===== src/rtl/text_grid_mapper.sv =====
// text_grid_mapper: pipelined raster-to-character-cell mapper.
// Stage 0 registers the masked coordinates and the frame-synchronous scroll.
// Stages 1..N each perform one restoring-division step.
// Stage N+1 applies the row scroll, builds the linear index and registers the outputs.
// hs/vs/ad ride a plain shift register of the same depth.
`timescale 1ns/1ps
module text_grid_mapper #(
  parameter int COLS   = 32,
  parameter int ROWS   = 16,
  parameter int CELL_W = 40,
  parameter int CELL_H = 45,
  parameter int HW     = 11,
  parameter int VW     = 10,
  localparam int CX    = $clog2(COLS),
  localparam int CY    = $clog2(ROWS),
  localparam int XO    = $clog2(CELL_W),
  localparam int YO    = $clog2(CELL_H),
  localparam int IW    = $clog2(COLS * ROWS)
) (
  input  logic          pixel_clk_in,
  input  logic          rst_in,
  input  logic [HW-1:0] hcount_in,
  input  logic [VW-1:0] vcount_in,
  input  logic          hs_in,
  input  logic          vs_in,
  input  logic          ad_in,
  input  logic          nf_in,
  input  logic [CY-1:0] scroll_in,
  output logic [CX-1:0] col_out,
  output logic [CY-1:0] row_out,
  output logic [XO-1:0] x_off_out,
  output logic [YO-1:0] y_off_out,
  output logic [IW-1:0] cell_idx_out,
  output logic          in_grid_out,
  output logic          hs_out,
  output logic          vs_out,
  output logic          ad_out
);

  localparam int N   = (CX > CY) ? CX : CY;
  localparam int LAT = N + 2;
  // Wide enough to hold the largest shifted divisor next to a remainder.
  localparam int AWX = HW + CX + 1;
  localparam int AWY = VW + CY + 1;

  localparam logic [HW:0] GRID_W    = (HW + 1)'(COLS * CELL_W);
  localparam logic [VW:0] GRID_H    = (VW + 1)'(ROWS * CELL_H);
  localparam logic [CY:0] ROWS_L    = (CY + 1)'(ROWS);
  localparam bit          COLS_POW2 = (COLS == (1 << CX));

  // Pipeline state, index 0 is the input register, index j the j-th division step.
  logic [HW-1:0] rx_q   [0:N];
  logic [HW-1:0] rx_d   [0:N];
  logic [CX-1:0] qx_q   [0:N];
  logic [CX-1:0] qx_d   [0:N];
  logic [VW-1:0] ry_q   [0:N];
  logic [VW-1:0] ry_d   [0:N];
  logic [CY-1:0] qy_q   [0:N];
  logic [CY-1:0] qy_d   [0:N];
  logic          grid_q [0:N];
  logic          grid_d [0:N];
  logic [CY-1:0] scr_q  [0:N];
  logic [CY-1:0] scr_d  [0:N];

  logic [CY-1:0] scroll_q, scroll_d;
  logic          in_grid;
  logic [AWX-1:0] div_x;
  logic [AWY-1:0] div_y;
  logic           take_x, take_y;

  // Sideband delay line {hs, vs, ad}.
  logic [2:0] sb_q [0:LAT-1];
  logic [2:0] sb_d [0:LAT-1];

  // Output register.
  logic [CX-1:0] col_q,  col_d;
  logic [CY-1:0] row_q,  row_d;
  logic [XO-1:0] xoff_q, xoff_d;
  logic [YO-1:0] yoff_q, yoff_d;
  logic [IW-1:0] idx_q,  idx_d;
  logic          ing_q,  ing_d;
  logic [CY:0]   row_sum;
  logic [CY-1:0] row_s;

  // Input capture, scroll latch and the restoring-division steps.
  always_comb begin
    in_grid  = ({1'b0, hcount_in} < GRID_W) && ({1'b0, vcount_in} < GRID_H);
    // Scroll only moves on the new-frame pixel, and out-of-range requests are dropped.
    scroll_d = scroll_q;
    if (nf_in && ({1'b0, scroll_in} < ROWS_L)) begin
      scroll_d = scroll_in;
    end
    rx_d[0]   = in_grid ? hcount_in : '0;
    ry_d[0]   = in_grid ? vcount_in : '0;
    qx_d[0]   = '0;
    qy_d[0]   = '0;
    grid_d[0] = in_grid;
    scr_d[0]  = scroll_d;
    div_x     = '0;
    div_y     = '0;
    take_x    = 1'b0;
    take_y    = 1'b0;

    for (int j = 1; j <= N; j++) begin
      rx_d[j]   = rx_q[j-1];
      qx_d[j]   = qx_q[j-1];
      ry_d[j]   = ry_q[j-1];
      qy_d[j]   = qy_q[j-1];
      grid_d[j] = grid_q[j-1];
      scr_d[j]  = scr_q[j-1];
      // Quotient bits are produced MSB first, so each step shifts one bit in.
      if (j <= CX) begin
        div_x   = AWX'(CELL_W) << (CX - j);
        take_x  = (AWX'(rx_q[j-1]) >= div_x);
        if (take_x) begin
          rx_d[j] = HW'(AWX'(rx_q[j-1]) - div_x);
        end
        qx_d[j] = (qx_q[j-1] << 1) | CX'(take_x);
      end
      if (j <= CY) begin
        div_y   = AWY'(CELL_H) << (CY - j);
        take_y  = (AWY'(ry_q[j-1]) >= div_y);
        if (take_y) begin
          ry_d[j] = VW'(AWY'(ry_q[j-1]) - div_y);
        end
        qy_d[j] = (qy_q[j-1] << 1) | CY'(take_y);
      end
    end
  end

  // Scroll wrap, linear index and out-of-grid forcing for the output register.
  always_comb begin
    row_sum = {1'b0, qy_q[N]} + {1'b0, scr_q[N]};
    if (row_sum >= ROWS_L) begin
      row_sum = row_sum - ROWS_L;
    end
    row_s  = row_sum[CY-1:0];
    col_d  = qx_q[N];
    row_d  = row_s;
    xoff_d = XO'(rx_q[N]);
    yoff_d = YO'(ry_q[N]);
    if (COLS_POW2) begin
      idx_d = IW'({row_s, qx_q[N]});
    end else begin
      idx_d = IW'(row_s) * IW'(COLS) + IW'(qx_q[N]);
    end
    ing_d = grid_q[N];
    // Scroll would otherwise leak into row/idx for pixels outside the grid.
    if (!grid_q[N]) begin
      col_d  = '0;
      row_d  = '0;
      xoff_d = '0;
      yoff_d = '0;
      idx_d  = '0;
    end
  end

  // Sideband shift register next-state.
  always_comb begin
    sb_d[0] = {hs_in, vs_in, ad_in};
    for (int i = 1; i < LAT; i++) begin
      sb_d[i] = sb_q[i-1];
    end
  end

  // All pipeline state, cleared asynchronously so in-flight pixels are discarded.
  always_ff @(posedge pixel_clk_in or posedge rst_in) begin
    if (rst_in) begin
      scroll_q <= '0;
      for (int i = 0; i <= N; i++) begin
        rx_q[i]   <= '0;
        qx_q[i]   <= '0;
        ry_q[i]   <= '0;
        qy_q[i]   <= '0;
        grid_q[i] <= 1'b0;
        scr_q[i]  <= '0;
      end
      for (int i = 0; i < LAT; i++) begin
        sb_q[i] <= '0;
      end
      col_q  <= '0;
      row_q  <= '0;
      xoff_q <= '0;
      yoff_q <= '0;
      idx_q  <= '0;
      ing_q  <= 1'b0;
    end else begin
      scroll_q <= scroll_d;
      rx_q     <= rx_d;
      qx_q     <= qx_d;
      ry_q     <= ry_d;
      qy_q     <= qy_d;
      grid_q   <= grid_d;
      scr_q    <= scr_d;
      sb_q     <= sb_d;
      col_q    <= col_d;
      row_q    <= row_d;
      xoff_q   <= xoff_d;
      yoff_q   <= yoff_d;
      idx_q    <= idx_d;
      ing_q    <= ing_d;
    end
  end

  assign col_out      = col_q;
  assign row_out      = row_q;
  assign x_off_out    = xoff_q;
  assign y_off_out    = yoff_q;
  assign cell_idx_out = idx_q;
  assign in_grid_out  = ing_q;
  assign hs_out       = sb_q[LAT-1][2];
  assign vs_out       = sb_q[LAT-1][1];
  assign ad_out       = sb_q[LAT-1][0];

endmodule

===== config.mk =====
export PLATFORM = sky130hd
export DESIGN_NAME = text_grid_mapper
export DESIGN_NICKNAME = d
export VERILOG_FILES = /design/src/rtl/text_grid_mapper.sv
export SDC_FILE = /design/constraint.sdc
export NUM_CORES = 1
export LEC_CHECK = 0
export ABC_CLOCK_PERIOD_IN_PS = 8400
export CAP_MARGIN = 20
export CORE_MARGIN = 2
export CORE_UTILIZATION = 25
export DETAILED_ROUTE_END_ITERATION = 6
export GPL_TIMING_DRIVEN = 1
export PLACE_DENSITY = 0.38
export SLEW_MARGIN = 15
export SYNTH_ARGS = -nofsm -noshare
export SYNTH_HDL_FRONTEND = slang
export SYNTH_SLANG_ARGS = --single-unit

===== constraint.sdc =====
create_clock -name pixel_clk_in -period 8.4 [get_ports pixel_clk_in]
set_input_delay 1.68 -clock pixel_clk_in [delete_from_list [all_inputs] [get_ports pixel_clk_in]]
set_output_delay 1.68 -clock pixel_clk_in [all_outputs]
set_load 0.05 [all_outputs]

==> flow_metrics.py, run 1 <==
metrics = {
    "place": {
        "place.gp.congestion": 0.7155,
        "port_buffers": 64,
        "dp_hpwl_um": 7682,
    },
    "detailed_routing": {
        "dr_wl_met2_um": 5143,
        "drc": 0,
        "ant_nets": 0,
        "routed_wl_um": 11630,
        "wl_met3_um": 657,
        "num_vias": 3956,
        "drtIter0Drc": 126,
        "routed.top_layer": "met4",
        "drt-met1-wl_um": 5432,
        "firstDrtPassIters": 4,
        "via_per_inst": 3.929,
        "wire_per_inst_um": 11.55,
    },
    "critical_path": {
        "cp-start-kind": "register",
        "crit_type": "reg2out",
        "path_cells": "clkdlybuf4s50_1",
        "path_buf_inv": 1,
        "crit_required_ns": 6.72,
        "cp_max_fo": 2,
        "arrival_ns": 1.68,
        "critical_path.max_stage_delay_ns": 0.82,
        "crit_path_top_delay_cell": "clkdlybuf4s50_1",
        "end_kind": "output pin",
        "path_delay_family": "buffers and inverters",
    },
    "synth": {
        "netlist_instances": 525,
        "ys_ff_latch": 215,
        "yosys.area_share.adder": 0.02936,
        "syn_area_mm2": 0.007500,
        "ys.flop_type": "dfrtp_1",
        "synth_cell_types": 59,
        "synthArstFlopShare": 1.000,
        "synth-compound-area-share": 0.07841,
        "muxShareOfSynthArea": 0.01535,
        "synth_xor_area_frac": 0.03270,
        "synth_top_area_frac": 0.7174,
        "synth_nets": 573,
        "synth_edf_count": 0,
        "yosys-top-cells-area": "dfrtp_1 (72%), ha_1 (2.7%), and2_1 (2.0%)",
        "synth_largest_area_cell": "dfrtp_1",
        "synth_top_family_by_area": "simple AND/OR/NAND/NOR gates",
        "yosysSeqAreaShare": 0.7174,
        "syn-mean-instance-area_um2": 14.29,
        "synth-simple-area-share": 0.09877,
        "yosysWarningCount": 0,
    },
    "cells_and_area": {
        "drive_gt1_frac": 0.1005,
        "area_growth_pct": 24.61,
        "fillers": 2926,
        "diodes": 0,
        "final_nets": 650,
    },
    "die": {
        "core_mm2": 0.02956,
        "pin_count": 65,
        "start_util": 0.2537,
        "die_h_um": 177.2,
        "die_area_mm2": 0.03140,
        "die_width_um": 177.2,
        "fp-row-count": 63,
    },
    "power": {
        "powerDensity_mw_per_mm2": 309.4,
        "seq_power_share": 0.461,
        "clockPowerShare": 0.349,
        "vdd_drop_max_uv": 147.2,
        "p_sw_uw": 811.5,
        "pwr-share-comb": 0.190,
        "intPower_mw": 2.080,
        "p_leak_nw": 4.263,
        "switching_share": 0.2807,
    },
    "sta": {
        "slew-limit-headroom": 0.3959,
        "rsz0062_at_grt": "no",
        "worstMarginPinSlew_ns": 0.9061,
        "hold_viol": 0,
        "max_freq_mhz": 297.7,
        "slew_violations": 0,
        "post-route-period-util": 0.3999,
        "finalSetupTns_ns": 0,
        "holdWs_ns": 0.3389,
        "finalSetupViolCount": 0,
        "period_minus_slack_ns": 3.359,
        "skew_ns": 0.006039,
    },
    "clock_tree": {
        "clock-sinks": 215,
        "cts.repair.resized": 0,
        "cts_root_buf": "clkbuf_16",
        "cts_tree": "done",
        "htreeDepth": 1,
        "clockBufferDepth": 3,
        "cts_setup_buffers": 0,
        "clkTransAtPathRegs_ns": 0.06,
        "cts_hold_buf": 0,
        "cts_made_buffers": 24,
        "clk_latency_ns": 0.51,
    },
    "global_routing": {
        "grt_max_degree": 142,
        "grt_pass1_wl_um": 20530,
        "antenna_found_initial": 0,
        "grtUsageTotal": 0.07875,
        "grt_overflow": 0,
        "grt_pass1_vias": 4244,
    },
    "worst_hold_path": {
        "hp-class": "reg2reg",
    },
    "run_status": {
        "status": "complete, no violations",
    },
    "job": {
        "cap_violations": 0,
    },
}
==> sequential cells by signal, indices dropped and copies added (netlist names) <==
signal	count
y_off_out	6
scr_q	4
qy_d	4
ry_q	46
x_off_out	6
ry_d	6
qy_q	10
grid_d	5
rx_q	61
sb_d	18
qx_q	15
scroll_q	4
ing_d	1
hs_out	1
cell_idx_out	9
vs_out	1
scr_d	16
ad_out	1
in_grid_out	1
==> power groups by stage <==
| stage | clock network (mW) | logic, mW | registers, mW |
|---|---|---|---|
| 3_5_place_dp | 0 | 0.554 | 1.36 |
| 4_1_cts | 1.06 | 0.557 | 1.34 |
| 2_1_floorplan | 0 | 0.345 | 1.40 |
| 6_report | 1.01 | 0.548 | 1.33 |
| 3_3_place_gp | 0 | 0.545 | 1.35 |
| 5_1_grt | 1.10 | 0.607 | 1.36 |
==> path summary, 6_finish.rpt <==
kind,startpoint,end,slack (ns),depth (start not counted)
max in group asynchronous,rst_in,scr_d[14],5.18,3
worst max-delay path,cell_idx_out[6],cell_idx_out[6],5.04,1
worst max register to register,rx_q[50],rx_q[42],6.64,5
min in group asynchronous,rst_in,sb_d[16],1.77,2
worst min register to register,grid_d[2],grid_d[1],0.34,0
worst min-delay path,grid_d[2],grid_d[1],0.34,0
==> cells in the final DEF, fill, tap and decap left out, types with 3 or more instances in the layout <==
cell,synthesis,routed
a21boi_0,6,6
a21o_1,6,6
a21oi_1,19,19
a31oi_1,3,3
and2_1,24,24
and3_1,22,22
buf_4,9,3
clkbuf_1,7,4
clkbuf_16,0,25
clkbuf_8,0,6
clkdlybuf4s50_1,0,64
clkinv_2,0,4
dfrtp_1,215,215
ha_1,16,16
inv_1,30,29
mux2_2,4,4
mux2i_1,7,7
nand2_1,15,15
nand2b_1,6,6
nor2_1,16,16
nor3_1,10,10
nor4_1,4,4
nor4b_1,5,5
o211a_1,4,4
o21a_1,5,5
o21ai_0,18,18
or4_1,3,3
xnor2_1,15,15
xor2_1,13,13
==> per-stage QoR <==
step                instance area [um^2]  setup slack [ns]    util  power (mW)  std cells
detailed placement                  8564             4.457  0.2897       1.910        966
finish                              9345             5.041  0.3161       2.891       1007
CTS                                 9345             4.979  0.3161       2.951       1007
floorplan                           7500            0.8407       -       1.749        525
global route                        9345             4.781  0.3161       3.067       1007
global placement                    8564             4.529  0.2897       1.894        966
==> metal layers <==
metal | GRT usage | vias up
met1 | 0.1066 | 1902
met2 | 0.1184 | 91
li1 | - | 1932
met4 | 0.03822 | 0
met5 | 0 | -
met3 | 0.01869 | 31
==> layout make-up <==
type	count	area (um^2)	share of cell area
sequential	215	5380	0.5757
multi-input combinational	263	1909	0.2043
clock buffer	35	723.2	0.07739
timing repair buffer	67	663.1	0.07096
tap	390	488.0	0.05222
inverter	31	123.9	0.01325
clock inverter	6	57.56	0.006159
==> cells by family after synthesis <==
group	count (synthesis)
buf+inv	47
compound gates	84
flops	215
mux	11
xor+xnor	28
simple gates	123
fa+ha+maj	17
==> worst reg2reg max path, delay by kind of cell, from the launching register on <==
family	cells	cell delay, ns
adder cells (fa/ha/maj)	1	0.21
flip-flops	1	0.42
AND/OR/NAND/NOR	2	0.25
AO/OA/AOI/OAI	2	0.78
==> cells in the mapped netlist, drive strengths merged, types with 2 or more instances <==
| cell type | number |
|---|---|
| and3 | 22 |
| clkbuf | 7 |
| or2 | 3 |
| nor4b | 5 |
| o21ai | 22 |
| a21boi | 7 |
| nand3 | 2 |
| nor4 | 4 |
| nand2b | 6 |
| and2 | 25 |
| o211a | 4 |
| nand2 | 15 |
| mux2i | 7 |
| a21oi | 20 |
| mux2 | 4 |
| or4 | 3 |
| inv | 31 |
| a21o | 7 |
| a31o | 3 |
| a31oi | 3 |
| nand4 | 2 |
| o21bai | 2 |
| nor3 | 11 |
| buf | 9 |
| xnor2 | 15 |
| nor2 | 17 |
| o21a | 5 |
| nor2b | 2 |
| o2bb2ai | 2 |
| ha | 16 |
| xor2 | 13 |
| dfrtp | 215 |
No activity file was read; power rests on OpenSTA's default activity.
==> run 2, diff against run 1 <==
Settings changed: ABC_CLOCK_PERIOD_IN_PS 8400 to 2800, PLACE_DENSITY 0.38 to 0.39.
Clock period 8.4 ns to 2.8 ns, I/O delays scaled along.
==> run 2 against run 1 <==
Effect of this change: count of clock-buffer cells in the layout fell by 4; die area unchanged; critical path depth stayed put; sequential power grew to 3.0 times the previous value; via count rose by 0.13%; register-to-register slack got worse by 5.6 ns; wire length fell by 0.93%; non-clock buffer count rose by 5; largest cell class unchanged; largest power group unchanged.
==> flow_metrics.py, run 2 (synthesis results as in run 1) <==
metrics = {
    "power": {
        "powerDensity_mw_per_mm2": 967.1,
        "vdd_drop_max_uv": 517.3,
        "total_power_mw": 9.267,
        "p_leak_nw": 4.371,
    },
    "clock_tree": {
        "cts_root_buf": "clkbuf_16",
        "cts_setup_buffers": 0,
        "htreeDepth": 1,
        "clkTransAtPathRegs_ns": 0.06,
        "clk_latency_ns": 0.50,
        "clockBufferDepth": 3,
        "clock-sinks": 215,
        "cts_tree": "done",
        "cts_made_buffers": 24,
        "cts.repair.resized": 0,
        "cts_hold_buf": 0,
    },
    "place": {
        "place.gp.congestion": 0.7242,
        "port_buffers": 64,
        "dp_hpwl_um": 8090,
        "placed_area_mm2": 0.008636,
        "dpl.cell_count": 971,
    },
    "critical_path": {
        "crit_required_ns": 2.24,
        "path_delay_family": "buffers and inverters",
        "path_buf_inv": 1,
        "cp-start-kind": "register",
        "path_cells": "clkdlybuf4s50_1",
        "crit_type": "reg2out",
        "crit_path_top_delay_cell": "clkdlybuf4s50_1",
        "end_kind": "output pin",
        "cp_max_fo": 2,
        "arrival_ns": 1.65,
        "critical_path.max_stage_delay_ns": 0.80,
    },
    "sta": {
        "period_minus_slack_ns": 2.209,
        "finalSetupViolCount": 0,
        "slew_violations": 0,
        "post-route-period-util": 0.7889,
        "worstMarginPinSlew_ns": 0.6772,
        "rsz0062_at_grt": "no",
        "skew_ns": 0.01164,
        "holdWs_ns": 0.3421,
        "slew-limit-headroom": 0.5444,
        "max_freq_mhz": 452.7,
        "hold_viol": 0,
    },
    "cells_and_area": {
        "final_area_mm2": 0.009582,
        "largest_reg_flops": 61,
        "utilization": 0.3241,
        "regMostFlops": "rx_q",
        "area_growth_pct": 27.76,
        "layoutNonFillerInstCount": 1015,
        "final_nets": 655,
        "drive_gt1_frac": 0.1136,
        "layout_common_cells": "dfrtp_1 (215), clkdlybuf4s50_1 (64), inv_1 (29), clkbuf_16 (25), and2_1 (24)",
        "final_common_cell": "dfrtp_1",
        "diodes": 0,
    },
    "die": {
        "start_util": 0.2537,
        "die_width_um": 177.2,
        "pin_count": 65,
        "core_mm2": 0.02956,
        "fp-row-count": 63,
        "die_area_mm2": 0.03140,
        "die_h_um": 177.2,
    },
    "detailed_routing": {
        "num_vias": 3961,
        "ant_nets": 0,
        "wire_per_inst_um": 11.35,
        "drc": 0,
        "firstDrtPassIters": 5,
        "drtIter0Drc": 122,
        "via_per_inst": 3.902,
        "routed_wl_um": 11520,
    },
    "run_status": {
        "status": "complete, no violations",
    },
    "global_routing": {
        "grt_pass1_wl_um": 20660,
        "antenna_found_initial": 0,
        "grt_use_met2": 0.1218,
        "grtUsageTotal": 0.07906,
        "grt_overflow": 0,
        "use_met1": 0.1057,
        "busiest_layer": "met2",
        "grt_use_met3": 0.02341,
        "grt_max_degree": 54,
        "grt_pass1_vias": 4256,
    },
    "job": {
        "cap_violations": 0,
    },
    "worst_hold_path": {
        "hp-class": "reg2reg",
    },
}
[run 2: changes by cell type in the layout (fill, tap and decap cells not counted)]
cell,before,now
inv_8,1,0
bufinv_16,1,8
buf_12,0,3
clkinvlp_4,1,2
clkbuf_1,4,3
clkbuf_8,6,3
buf_4,3,5
[run 2: final cells by class]
class | instances | area (um^2)
inverter | 31 | 120.1
sequential | 215 | 5380
fill | 2933 | 19980
tap | 390 | 488.0
clock inverter | 13 | 267.8
clock buffer | 31 | 678.2
timing repair buffer | 72 | 738.2
multi-input combinational | 263 | 1909
[run 2: final timing paths]
path | startpoint | endpoint | slack (ns) | cells past startpoint
max reg2reg | rx_q[50] | rx_q[42] | 1.06 | 5
min in group asynchronous | rst_in | ry_q[50] | 0.51 | 2
max | cell_idx_out[8] | cell_idx_out[8] | 0.59 | 1
min reg2reg | scr_d[1] | scr_q[1] | 0.34 | 0
max in group asynchronous | rst_in | rx_q[63] | 1.55 | 3
min | scr_d[1] | scr_q[1] | 0.34 | 0
[run 2: worst reg2reg max path: stages (launching register included)]
cell,delay [ns]
dfrtp_1,0.42
ha_1,0.21
nor4b_1,0.17
a2111oi_4,0.56
nor3_1,0.09
a21o_2,0.20
[run 2: per-layer routing]
| metal | routed length, um | share of wire | vias up |
|---|---|---|---|
| met5 | 0 | 0 | - |
| met4 | 340 | 0.030 | 0 |
| met3 | 724 | 0.063 | 26 |
| met2 | 5067 | 0.44 | 91 |
| met1 | 5387 | 0.47 | 1909 |
| li1 | - | - | 1935 |
[run 2: metrics by stage]
step	setup TNS (ns)	setup WS, ns
3_3_place_gp	0	0.9919
5_1_grt	0	0.5036
3_5_place_dp	0	0.9551
6_report	0	0.5910
2_1_floorplan	-120.00	-0.5581
4_1_cts	0	0.5432
[run 2: power by group]
part / total [mW] / switching (mW) / internal [mW] / leakage, nW
Sequential: 4.00 / 0.317 / 3.68 / 2.64
Combinational: 1.65 / 0.945 / 0.701 / 1.27
Clock: 3.62 / 1.18 / 2.44 / 0.462
